### src/rtl/vga_sync_gen.sv
// VGA timing generator: pixel-rate divider, h/v counters and glitch-free registered sync/blank outputs.
// Defaults give 640x480@60 Hz from a 100 MHz clock (25 MHz pixel rate).
module vga_sync_gen #(
  parameter int unsigned H_DISPLAY = 640,
  parameter int unsigned H_FRONT   = 16,
  parameter int unsigned H_SYNC    = 96,
  parameter int unsigned H_BACK    = 48,
  parameter int unsigned V_DISPLAY = 480,
  parameter int unsigned V_FRONT   = 10,
  parameter int unsigned V_SYNC    = 2,
  parameter int unsigned V_BACK    = 33,
  parameter int unsigned TICK_DIV  = 4
) (
  input  logic       clk,
  input  logic       reset,
  output logic [9:0] x,
  output logic [9:0] y,
  output logic       hsync,
  output logic       vsync,
  output logic       video_on,
  output logic       p_tick,
  output logic       vblank_tick
);

  localparam int unsigned CW       = 10;
  localparam int unsigned DW       = (TICK_DIV > 1) ? $clog2(TICK_DIV) : 1;
  localparam int unsigned H_TOTAL  = H_DISPLAY + H_FRONT + H_SYNC + H_BACK;
  localparam int unsigned V_TOTAL  = V_DISPLAY + V_FRONT + V_SYNC + V_BACK;
  localparam int unsigned HS_START = H_DISPLAY + H_FRONT;
  localparam int unsigned HS_END   = H_DISPLAY + H_FRONT + H_SYNC;
  localparam int unsigned VS_START = V_DISPLAY + V_FRONT;
  localparam int unsigned VS_END   = V_DISPLAY + V_FRONT + V_SYNC;

  logic [DW-1:0] div_q, div_d;
  logic [CW-1:0] h_q, h_d;
  logic [CW-1:0] v_q, v_d;
  logic          hsync_q, hsync_d;
  logic          vsync_q, vsync_d;
  logic          video_on_q, video_on_d;
  logic          vblank_tick_q, vblank_tick_d;
  logic          h_last;

  assign p_tick = (div_q == DW'(TICK_DIV - 1));
  assign h_last = (h_q == CW'(H_TOTAL - 1));

  // Next-state counters; sync/blank decode works on the next values so pins change with x/y.
  always_comb begin
    div_d = div_q + DW'(1);
    h_d   = h_q;
    v_d   = v_q;
    if (p_tick) begin
      div_d = '0;
      h_d   = h_last ? '0 : h_q + CW'(1);
      if (h_last) begin
        v_d = (v_q == CW'(V_TOTAL - 1)) ? '0 : v_q + CW'(1);
      end
    end
    hsync_d       = !((h_d >= CW'(HS_START)) && (h_d < CW'(HS_END)));
    vsync_d       = !((v_d >= CW'(VS_START)) && (v_d < CW'(VS_END)));
    video_on_d    = (h_d < CW'(H_DISPLAY)) && (v_d < CW'(V_DISPLAY));
    vblank_tick_d = p_tick && (h_d == '0) && (v_d == CW'(V_DISPLAY));
  end

  always_ff @(posedge clk) begin
    if (reset) begin
      div_q         <= '0;
      h_q           <= '0;
      v_q           <= '0;
      hsync_q       <= 1'b1;
      vsync_q       <= 1'b1;
      video_on_q    <= 1'b1;
      vblank_tick_q <= 1'b0;
    end else begin
      div_q         <= div_d;
      h_q           <= h_d;
      v_q           <= v_d;
      hsync_q       <= hsync_d;
      vsync_q       <= vsync_d;
      video_on_q    <= video_on_d;
      vblank_tick_q <= vblank_tick_d;
    end
  end

  assign x           = h_q;
  assign y           = v_q;
  assign hsync       = hsync_q;
  assign vsync       = vsync_q;
  assign video_on    = video_on_q;
  assign vblank_tick = vblank_tick_q;

endmodule

### config.mk
export PLATFORM = sky130hd
export DESIGN_NAME = vga_sync_gen
export DESIGN_NICKNAME = d
export VERILOG_FILES = /design/src/rtl/vga_sync_gen.sv
export SDC_FILE = /design/constraint.sdc
export NUM_CORES = 1
export LEC_CHECK = 0
export ABC_AREA = 1
export CAP_MARGIN = 0
export CORE_MARGIN = 1.5
export CORE_UTILIZATION = 51
export CTS_CLUSTER_DIAMETER = 50
export DETAILED_ROUTE_END_ITERATION = 16
export PLACE_DENSITY = 0.85
export SLEW_MARGIN = 20
export SYNTH_ARGS = -nofsm -noshare
export SYNTH_HDL_FRONTEND = slang
export SYNTH_SLANG_ARGS = --single-unit
export TNS_END_PERCENT = 5
### constraint.sdc
create_clock -name clk -period 2.3 [get_ports clk]
set_input_delay 0.23 -clock clk [delete_from_list [all_inputs] [get_ports clk]]
set_output_delay 0.23 -clock clk [all_outputs]
set_load 0.05 [all_outputs]
==> results.tsv <==
metric	value	unit
Mapped Nets	224	
Unique masters post-synth	32	
GRT Resource Usage Total	0.216	
Hold Path Stages	1	
Slew @ Worst Pin	0.497	ns
Max Slew Vio Count	0	
PortBufs	26	
Post-Route WL	3.17	mm
synthesis-stage register bit count	26	
number of max-cap violations	0	
Top Ports	27	
Yosys top cell area share	0.352	
Mapped Area	1480	um2
DR vias	1475	
clock slew at reported path FFs	0.14	ns
CTS tree	yes	
DR DRC count	0	
Synth area leader	dfxtp_1	
syn_area_per_cell	6.79	um2
Starting Density	0.537	
critical path data arrival time	2.18	ns
core area	2760	um2
Synth Area in Simple Gates	0.445	
worst r2r src	div_q[0]	
PD cells	418	nW/um2
r2r worst-path depth	12	
vias in the first global route	1312	
Worst Setup SP	div_q[0]	
Static Leak	0.742	nW
antenna-violating nets left	0	
Hold Fails Final Rpt	0	
Iter 0 DRT Violations	67	
Resized cells post-CTS	0	
GRT Residual Overflow	0	
GPL Wtd Cong	0.865	
CP Capture Type	flip-flop	
crit path cell chain	ha_1 -> inv_1 -> nor2_2 -> nand2_1 -> xor2_1 -> clkinv_1 -> nand2_1 -> nor2_1 -> nand2_1 -> nor2_1 -> nand3_1 -> nor2_1	
clock latency at the later pin of the worst-skew pair	0.32	ns
Std-Cell Rows	19	
TritonCTS Sinks	26	
adder-cell share of the synthesized area	0.0338	
total power	0.754	mW
status	complete, no violations	
synth warn	0	
met2 usage	0.379	
Slew headroom	0.667	
mux share of post-synthesis cell area	0	
largest fanout on the critical path	6	
drt pass-1 iters	4	
area post-placement	1770	um2
synthesis-to-finish area growth	22.1	%
H-tree levels	1	
final clock period utilization by the worst path	0.832	
postcts setup bufs	0	
largest family of logic cells by synthesized area	simple AND/OR/NAND/NOR gates	
crit path max-delay cell type	dfxtp_1	
Compound-Gate Fraction of Synth Area	0.0626	
antenna violations before repair	0	
Finished Cell Area	1810	um2
Worst IR Drop VDD	365	uV
XOR/XNOR share of the synthesized area	0.0237	
M3 GR Usage	0.0346	
max incr delay on CP	0.36	ns
Crit path required time	2.57	ns
GRT Max-Usage Layer	met2	
total CTS buffers	3	
startpoint types	flip-flop	
top cells by area, synth	dfxtp_1, nand2_1, nor2_1, nand3_1, inv_1	
RSZ-0062 raised after global routing	no	
antenna cell count	0	
hold crit path type	reg2reg	
Die ar.	3230	um2
shortest period the worst path allows	1.91	ns
final setup fails	0	
Worst Path Class, Setup	reg2reg	
die width	56.9	um
final setup TNS	0	ns
nets	253	
worst hold start	div_q[0]	
Hold-fix buffers, CTS	0	
Vias/cell	5.32	
Syn Inst Count	218	
die height	56.9	um
Setup Skew	0.00363	ns
hpwl dp	2.48	mm
GR Util met1	0.264	
register area share after synthesis	0.352	
layout cells sized above 1	0.114	
largest net degree at the start of global routing	15	
clock buffer depth	2	
Routed wire per std cell	11.4	um
root buffer cell	clkbuf_4	
max frequency	523	MHz
first-pass GRT wire length	5.54	mm
-- per-stage QoR --
| step | hold slack, ns | utilization | setup slack [ns] | cells |
|---|---|---|---|---|
| floorplan | 0.307 | - | 0.239 | 218 |
| global placement | 0.421 | 0.641 | 0.446 | 273 |
| finish | 0.438 | 0.655 | 0.387 | 277 |
| CTS | 0.441 | 0.654 | 0.0558 | 277 |
| detailed placement | 0.422 | 0.641 | 0.437 | 273 |
| global route | 0.488 | 0.655 | 0.152 | 277 |
-- where the power goes --
part	internal [mW]	switching, mW	total [mW]
sequential	0.458	0.00471	0.462
combinational	0.0227	0.0413	0.0640
clock	0.0968	0.131	0.228
total	0.577	0.177	0.754
-- cells in the mapped netlist, drive strengths merged --
| master | number |
|---|---|
| a21oi | 6 |
| buf | 3 |
| clkbuf | 1 |
| clkinv | 2 |
| dfxtp | 26 |
| ha | 4 |
| inv | 24 |
| nand2 | 55 |
| nand3 | 20 |
| nand3b | 2 |
| nand4 | 6 |
| nor2 | 48 |
| nor3 | 4 |
| nor3b | 1 |
| nor4 | 1 |
| o21ai | 8 |
| o21bai | 1 |
| or2 | 2 |
| xor2 | 4 |
-- state kept, by name, indices dropped and copies added, names as in the netlist --
register     count
x               10
y               10
div_q            2
hsync            1
vblank_tick      1
video_on         1
vsync            1
-- critical path: cells and delay by family, from the launching register on --
family / cells / cell delay, ns
simple gates: 8 / 0.80
fa+ha+maj: 1 / 0.31
flops: 1 / 0.36
xor+xnor: 1 / 0.15
buf+inv: 2 / 0.24
-- metal layers --
layer	wire [um]	up-vias
li1	-	754
met1	1430	672
met2	1550	44
met3	146	5
met4	38	0
met5	0	-
-- cell type report --
cell class	instances	area (um2)
fill	249	951
multi-input combinational	162	836
sequential	26	520
timing repair buffer	28	278
inverter	26	97.6
tap	31	38.8
clock buffer	4	36.3
-- path summary, 6_finish.rpt --
| check | slack [ns] | to |
|---|---|---|
| worst max-delay path | 0.39 | vblank_tick |
| worst min-delay path | 0.44 | div_q[0] |
| worst max register to register | 0.39 | vblank_tick |
| worst min register to register | 0.44 | div_q[0] |
-- layout by cell type, fill, tap and decap left out, drive strengths merged, types with 2 or more instances in the layout --
| cell type | instances |
|---|---|
| clkdlybuf4s50 | 25 |
| o21ai | 8 |
| nand3 | 20 |
| inv | 24 |
| xor2 | 4 |
| a21oi | 6 |
| nand3b | 2 |
| or2 | 2 |
| ha | 4 |
| clkinv | 2 |
| buf | 2 |
| dfxtp | 26 |
| nor2 | 48 |
| nand4 | 6 |
| nand2 | 55 |
| nor3 | 4 |
| clkbuf | 4 |
-- cell families after synthesis --
kind of cell / Yosys count
and+or+nand+nor: 139
buffers and inverters: 30
DFF: 26
AOI/OAI and AO/OA: 15
xor gates and xnor gates: 4
adders and majority gates: 4
(Power assumes the default switching activity.)
